### src/rtl/fsk_pkg.sv
// Shared types and constants for the FSK phase sequencer.
// Imported by the sequencer top level.
package fsk_pkg;

   localparam int unsigned PHASE_W_DEF = 32;

   // First preamble bit; later preamble bits alternate from it.
   localparam logic PREAMBLE_START = 1'b1;

   typedef enum logic [1:0] {
      ST_IDLE,
      ST_PREAMBLE,
      ST_DATA
   } state_e;

endpackage

### src/rtl/fsk_symbol_timer.sv
// Bit-period counter for the FSK sequencer.
// wrap_o marks the last cycle of each bit period.
module fsk_symbol_timer #(
   parameter int unsigned SYMBOL_CYCLES = 1250
) (
   input  logic clk_i,
   input  logic rst_ni,
   input  logic hold_i,
   output logic wrap_o
);

   localparam int unsigned CW = $clog2(SYMBOL_CYCLES);
   localparam logic [CW-1:0] LAST = CW'(SYMBOL_CYCLES - 1);

   logic [CW-1:0] cnt_q, cnt_d;

   // Count 0..LAST and wrap; held at zero while idle.
   always_comb begin
      cnt_d  = cnt_q;
      wrap_o = 1'b0;
      if (hold_i) begin
         cnt_d = '0;
      end else if (cnt_q == LAST) begin
         cnt_d  = '0;
         wrap_o = 1'b1;
      end else begin
         cnt_d = cnt_q + CW'(1);
      end
   end

   // Counter register.
   always_ff @(posedge clk_i or negedge rst_ni) begin
      if (!rst_ni) cnt_q <= '0;
      else         cnt_q <= cnt_d;
   end

endmodule

### src/rtl/fsk_phase_sequencer.sv
// FSK control stage: preamble, LSB-first data, mark/space
// phase increments for the NCO, with a one-byte holding register.
module fsk_phase_sequencer
   import fsk_pkg::*;
#(
   parameter int unsigned PHASE_W       = PHASE_W_DEF,
   parameter int unsigned SYMBOL_CYCLES = 1250,
   parameter int unsigned PREAMBLE_BITS = 16
) (
   input  logic               clk,
   input  logic               reset_n,
   input  logic [7:0]         in_data,
   input  logic               in_valid,
   input  logic               in_last,
   output logic               in_ready,
   input  logic [PHASE_W-1:0] mark_inc,
   input  logic [PHASE_W-1:0] space_inc,
   output logic [PHASE_W-1:0] phi_inc_o,
   output logic               tx_en,
   output logic               sym_strobe,
   output logic               underrun
);

   localparam int unsigned PW =
      (PREAMBLE_BITS > 1) ? $clog2(PREAMBLE_BITS) : 1;
   localparam logic [PW-1:0] PRE_LAST = PW'(PREAMBLE_BITS - 1);

   state_e               state_q, state_d;
   logic                 hold_valid_q, hold_valid_d;
   logic [7:0]           hold_data_q, hold_data_d;
   logic                 hold_last_q, hold_last_d;
   logic [7:0]           shift_q, shift_d;
   logic                 byte_last_q, byte_last_d;
   logic [2:0]           bit_cnt_q, bit_cnt_d;
   logic [PW-1:0]        pre_cnt_q, pre_cnt_d;
   logic [PW-1:0]        pre_nxt;
   logic [PHASE_W-1:0]   mark_q, mark_d;
   logic [PHASE_W-1:0]   space_q, space_d;
   logic [PHASE_W-1:0]   phi_q, phi_d;
   logic                 tx_en_q, tx_en_d;
   logic                 strobe_q, strobe_d;
   logic                 underrun_q, underrun_d;
   logic                 wrap;

   function automatic logic [PHASE_W-1:0] pick(
      input logic               b,
      input logic [PHASE_W-1:0] m,
      input logic [PHASE_W-1:0] s
   );
      return b ? m : s;
   endfunction

   fsk_symbol_timer #(
      .SYMBOL_CYCLES (SYMBOL_CYCLES)
   ) u_timer (
      .clk_i  (clk),
      .rst_ni (reset_n),
      .hold_i (state_q == ST_IDLE),
      .wrap_o (wrap)
   );

   assign in_ready   = ~hold_valid_q;
   assign phi_inc_o  = phi_q;
   assign tx_en      = tx_en_q;
   assign sym_strobe = strobe_q;
   assign underrun   = underrun_q;
   assign pre_nxt    = pre_cnt_q + PW'(1);

   // Next-state, holding register and registered NCO outputs.
   always_comb begin
      state_d      = state_q;
      hold_valid_d = hold_valid_q;
      hold_data_d  = hold_data_q;
      hold_last_d  = hold_last_q;
      shift_d      = shift_q;
      byte_last_d  = byte_last_q;
      bit_cnt_d    = bit_cnt_q;
      pre_cnt_d    = pre_cnt_q;
      mark_d       = mark_q;
      space_d      = space_q;
      phi_d        = phi_q;
      tx_en_d      = tx_en_q;
      strobe_d     = 1'b0;
      underrun_d   = 1'b0;

      if (in_valid && !hold_valid_q) begin
         hold_valid_d = 1'b1;
         hold_data_d  = in_data;
         hold_last_d  = in_last;
      end

      unique case (state_q)
         ST_IDLE: begin
            phi_d   = '0;
            tx_en_d = 1'b0;
            if (hold_valid_q) begin
               mark_d    = mark_inc;
               space_d   = space_inc;
               pre_cnt_d = '0;
               phi_d     = pick(PREAMBLE_START, mark_inc, space_inc);
               tx_en_d   = 1'b1;
               strobe_d  = 1'b1;
               state_d   = ST_PREAMBLE;
            end
         end
         ST_PREAMBLE: begin
            if (wrap) begin
               strobe_d = 1'b1;
               if (pre_cnt_q == PRE_LAST) begin
                  shift_d      = hold_data_q;
                  byte_last_d  = hold_last_q;
                  hold_valid_d = 1'b0;
                  bit_cnt_d    = '0;
                  phi_d        = pick(hold_data_q[0], mark_q, space_q);
                  state_d      = ST_DATA;
               end else begin
                  pre_cnt_d = pre_nxt;
                  phi_d     = pick(PREAMBLE_START ^ pre_nxt[0],
                                   mark_q, space_q);
               end
            end
         end
         ST_DATA: begin
            if (wrap) begin
               if (bit_cnt_q != 3'd7) begin
                  shift_d   = shift_q >> 1;
                  bit_cnt_d = bit_cnt_q + 3'd1;
                  phi_d     = pick(shift_q[1], mark_q, space_q);
                  strobe_d  = 1'b1;
               end else if (!byte_last_q && hold_valid_q) begin
                  shift_d      = hold_data_q;
                  byte_last_d  = hold_last_q;
                  hold_valid_d = 1'b0;
                  bit_cnt_d    = '0;
                  phi_d        = pick(hold_data_q[0], mark_q, space_q);
                  strobe_d     = 1'b1;
               end else begin
                  underrun_d = ~byte_last_q;
                  phi_d      = '0;
                  tx_en_d    = 1'b0;
                  state_d    = ST_IDLE;
               end
            end
         end
         default: begin
            phi_d   = '0;
            tx_en_d = 1'b0;
            state_d = ST_IDLE;
         end
      endcase
   end

   // State and datapath registers.
   always_ff @(posedge clk or negedge reset_n) begin
      if (!reset_n) begin
         state_q      <= ST_IDLE;
         hold_valid_q <= 1'b0;
         hold_data_q  <= '0;
         hold_last_q  <= 1'b0;
         shift_q      <= '0;
         byte_last_q  <= 1'b0;
         bit_cnt_q    <= '0;
         pre_cnt_q    <= '0;
         mark_q       <= '0;
         space_q      <= '0;
         phi_q        <= '0;
         tx_en_q      <= 1'b0;
         strobe_q     <= 1'b0;
         underrun_q   <= 1'b0;
      end else begin
         state_q      <= state_d;
         hold_valid_q <= hold_valid_d;
         hold_data_q  <= hold_data_d;
         hold_last_q  <= hold_last_d;
         shift_q      <= shift_d;
         byte_last_q  <= byte_last_d;
         bit_cnt_q    <= bit_cnt_d;
         pre_cnt_q    <= pre_cnt_d;
         mark_q       <= mark_d;
         space_q      <= space_d;
         phi_q        <= phi_d;
         tx_en_q      <= tx_en_d;
         strobe_q     <= strobe_d;
         underrun_q   <= underrun_d;
      end
   end

endmodule

### config.mk
export PLATFORM = sky130hd
export DESIGN_NAME = fsk_phase_sequencer
export DESIGN_NICKNAME = d
export VERILOG_FILES = /design/src/rtl/fsk_pkg.sv /design/src/rtl/fsk_symbol_timer.sv /design/src/rtl/fsk_phase_sequencer.sv
export SDC_FILE = /design/constraint.sdc
export NUM_CORES = 1
export LEC_CHECK = 0
export CORE_ASPECT_RATIO = 0.7
export CORE_MARGIN = 3
export CORE_UTILIZATION = 54
export DETAILED_ROUTE_END_ITERATION = 10
export PLACE_DENSITY = 0.8
export SLEW_MARGIN = 20
export SYNTH_ARGS = -nofsm -noshare
export SYNTH_HDL_FRONTEND = slang
export SYNTH_SLANG_ARGS = --single-unit
export TNS_END_PERCENT = 10
### constraint.sdc
create_clock -name clk -period 2.79 [get_ports clk]
set_input_delay 0.4185 -clock clk [delete_from_list [all_inputs] [get_ports clk]]
set_output_delay 0.4185 -clock clk [all_outputs]
set_load 0.03 [all_outputs]
==> results.ini <==
[run_status]
status = finished with violations
violations = negative hold slack

[floorplan]
dieArea_mm2 = 0.01455
die_x_um = 142.9
die_h_um = 101.8
start_util_pct = 56.05
io_pins = 112
fp-row-count = 34
core-area_mm2 = 0.01263

[global_route]
antenna_found_initial = 0
grt_max_degree = 66
grt-ovfl-total = 0
grt_first_pass_wirelength_mm = 31.05
grt_pass1_vias = 6258
grt_use_total_pct = 27.00

[synthesis]
ys_seq_elements = 137
avgSynthCellArea_um2 = 9.430
synth_edf_count = 0
synth_cell_types = 42
yosysSeqAreaShare_pct = 48.41
netlist_area_mm2 = 0.007082
synthArstFlopShare_pct = 100.0
yosys_warnings = 0
syn_inst = 751
syn_nets = 836
netlist_top_cells_area = dfrtp_1 (48%), nand2_1 (13%), mux2i_1 (10%)
yosysTopAreaCell = dfrtp_1
synth_top_area_share_pct = 48.41
synth-main-ff-cell = dfrtp_1

[timing]
rsz0062_at_grt = no
worstMarginPinSlew_ns = 0.9188
maxSlewHeadroom_pct = 38.74
timing.final.max_slew_violations = 0
setup_violations = 0
final.setup.tns_ns = 0
fin_crit_sh_pct = 83.26
final.setup_skew_ns = 0.006107
holdWs_ns = -0.02666
max_freq_ghz = 0.4305
period_needed_ns = 2.323
finalHoldViolations = 10

[cells_and_area]
antenna_cells = 0
nNetsFinal = 928
final_area_mm2 = 0.008914
final_util_pct = 70.55
drive_gt1_share_pct = 8.772
syn2layout_area_growth_pct = 25.87

[clock_tree]
clockRootBuffer = clkbuf_16
cts_buffer_depth = 2
cts_sinks = 137
clk_pin_slew_ns = 0.06
ctsHoldBuffers = 0
htree_levels = 4
cts_buffers = 17
cts_tree = done
cts_setup_buffers = 0
cts_resized = 0
clkLatencyLatePin_ns = 0.42

[routing]
via_per_inst = 5.942
vias = 6043
wl_per_cell_um = 18.56
wl_mm = 18.88
initialDrtViolationCount = 447
first_pass_iters = 5
drc = 0
antenna_left = 0

[setup_path]
crit_path_max_fanout = 14
critPathBufInv = 2
worstSetupPathType = flop to flop
ff2ff_setup_slack_ns = 0.47
cp_slowest_cell = dfrtp_1
arrival_ns = 2.62
cp_cell_sequence = inv_1 > ha_1 > nor2_1 > and4_1 > nor2_4 > buf_4 > nand3b_1 > mux2_1
worstPathRequired_ns = 3.09
end_kind = flop
cp.depth = 8
worst_setup_path_start_kind = flop
r2r-start = state_q[1]
rr_worst_depth = 8
rr_endpoint = byte_last_q
cp_top_family = simple AND/OR/NAND/NOR gates
cp_slowest_stage_delay_ns = 0.40

[placed_design]
io_buffer_count = 111
gp_congestion = 0.8194
hpwlAfterDp_mm = 11.79
placed_area_mm2 = 0.008297

[pwr]
ir_drop_v = 0.0006802
powerDensity_mw_per_mm2 = 1185
p_leak_nw = 3.947

[flow_run]
drv_cap = 0

[hold_path]
hold_class = input port to async pin

-- cell usage in the layout (no fill, tap or decap), types with 9 or more instances in the layout --
| master | n |
|---|---|
| mux2_1 | 23 |
| nor2_1 | 12 |
| nand2_1 | 251 |
| o221ai_1 | 32 |
| mux2i_1 | 72 |
| dfrtp_1 | 134 |
| ha_1 | 9 |
| clkdlybuf4s50_1 | 110 |
| mux2_2 | 20 |
| buf_4 | 11 |
| a21oi_1 | 36 |
| clkbuf_16 | 17 |
| o21ai_1 | 45 |
-- worst max path at each step --
stage                     startpoint     endpoint  slack [ns]
after floorplan           state_q[0]   state_q[0]        0.83
after global placement    state_q[1]  byte_last_q        0.64
after detailed placement  state_q[1]  byte_last_q        0.52
after CTS                 state_q[1]  byte_last_q        0.50
after global routing      state_q[1]  byte_last_q        0.32
final                     state_q[1]  byte_last_q        0.47
-- cells by family after synthesis --
kind of cell             after synthesis  synth area share, %
adder cells (fa/ha/maj)                9                1.590
XOR/XNOR                               7               0.8657
flip-flops                           137                48.41
AND/OR/NAND/NOR                      298                17.19
AO/OA/AOI/OAI                        126                11.22
buffers and inverters                 59                3.710
multiplexers                         115                17.01
-- final cells by class --
| cell class | instances | area, um2 |
|---|---|---|
| Fill cell | 901 | 3721 |
| Inverter | 8 | 30.03 |
| Tap cell | 162 | 202.7 |
| Clock inverter | 12 | 173.9 |
| Multi-Input combinational cell | 555 | 3397 |
| Sequential cell | 137 | 3432 |
| Timing Repair Buffer | 124 | 1235 |
| Clock buffer | 19 | 442.9 |
-- synthesized netlist by cell type (3+ instances only) --
| library cell | n |
|---|---|
| clkbuf_1 | 33 |
| or3_1 | 3 |
| and2_1 | 3 |
| a21oi_1 | 36 |
| o21ai_1 | 45 |
| dfrtp_1 | 137 |
| mux2_1 | 23 |
| ha_1 | 9 |
| nor2_1 | 12 |
| o21ai_0 | 3 |
| nor2b_1 | 4 |
| mux2i_1 | 72 |
| buf_6 | 3 |
| nand3_1 | 7 |
| buf_2 | 11 |
| nand2_1 | 253 |
| o221ai_1 | 32 |
| mux2_2 | 20 |
| nor3_1 | 3 |
| inv_1 | 7 |
| a21o_1 | 4 |
| xor2_1 | 5 |
| nand4_1 | 4 |
-- flip-flops by register name, indices dropped and copies added (netlist names) --
| signal | flops |
|---|---|
| byte_last_q | 1 |
| pre_cnt_q | 4 |
| hold_data_q | 8 |
| shift_q | 7 |
| state_q | 2 |
| tx_en | 1 |
| u_timer.cnt_q | 11 |
| underrun | 1 |
| sym_strobe | 1 |
| mark_q | 32 |
| bit_cnt_q | 3 |
| hold_valid_q | 1 |
| hold_last_q | 1 |
| space_q | 32 |
| phi_inc_o | 32 |
-- per-stage QoR --
stage	total power, mW	hold slack, ns	cells	worst slack, ns
2_1_floorplan	6.643	0.1229	751	0.8283
3_3_place_gp	7.827	0.4370	986	0.6367
3_5_place_dp	8.110	0.4453	986	0.5156
4_1_cts	10.56	0.004383	1017	0.5007
5_1_grt	11.22	0.02829	1017	0.3207
6_report	10.57	-0.02666	1017	0.4672
-- routing by layer --
metal  track usage (%)  vias up  wire [um]
li1                  -     2765          -
met1             35.77     2979       8037
met2             44.59      263       9065
met3             7.250       36       1520
met4             7.232        0        254
met5                 0        -          0
-- power by group --
| group | total (mW) | switching [mW] | internal, mW |
|---|---|---|---|
| Sequential | 3.60 | 0.809 | 2.79 |
| Combinational | 4.58 | 2.70 | 1.88 |
| Clock | 2.39 | 0.877 | 1.51 |
| Total | 10.6 | 4.39 | 6.18 |
Note: power is estimated with default switching activity, not from simulation.
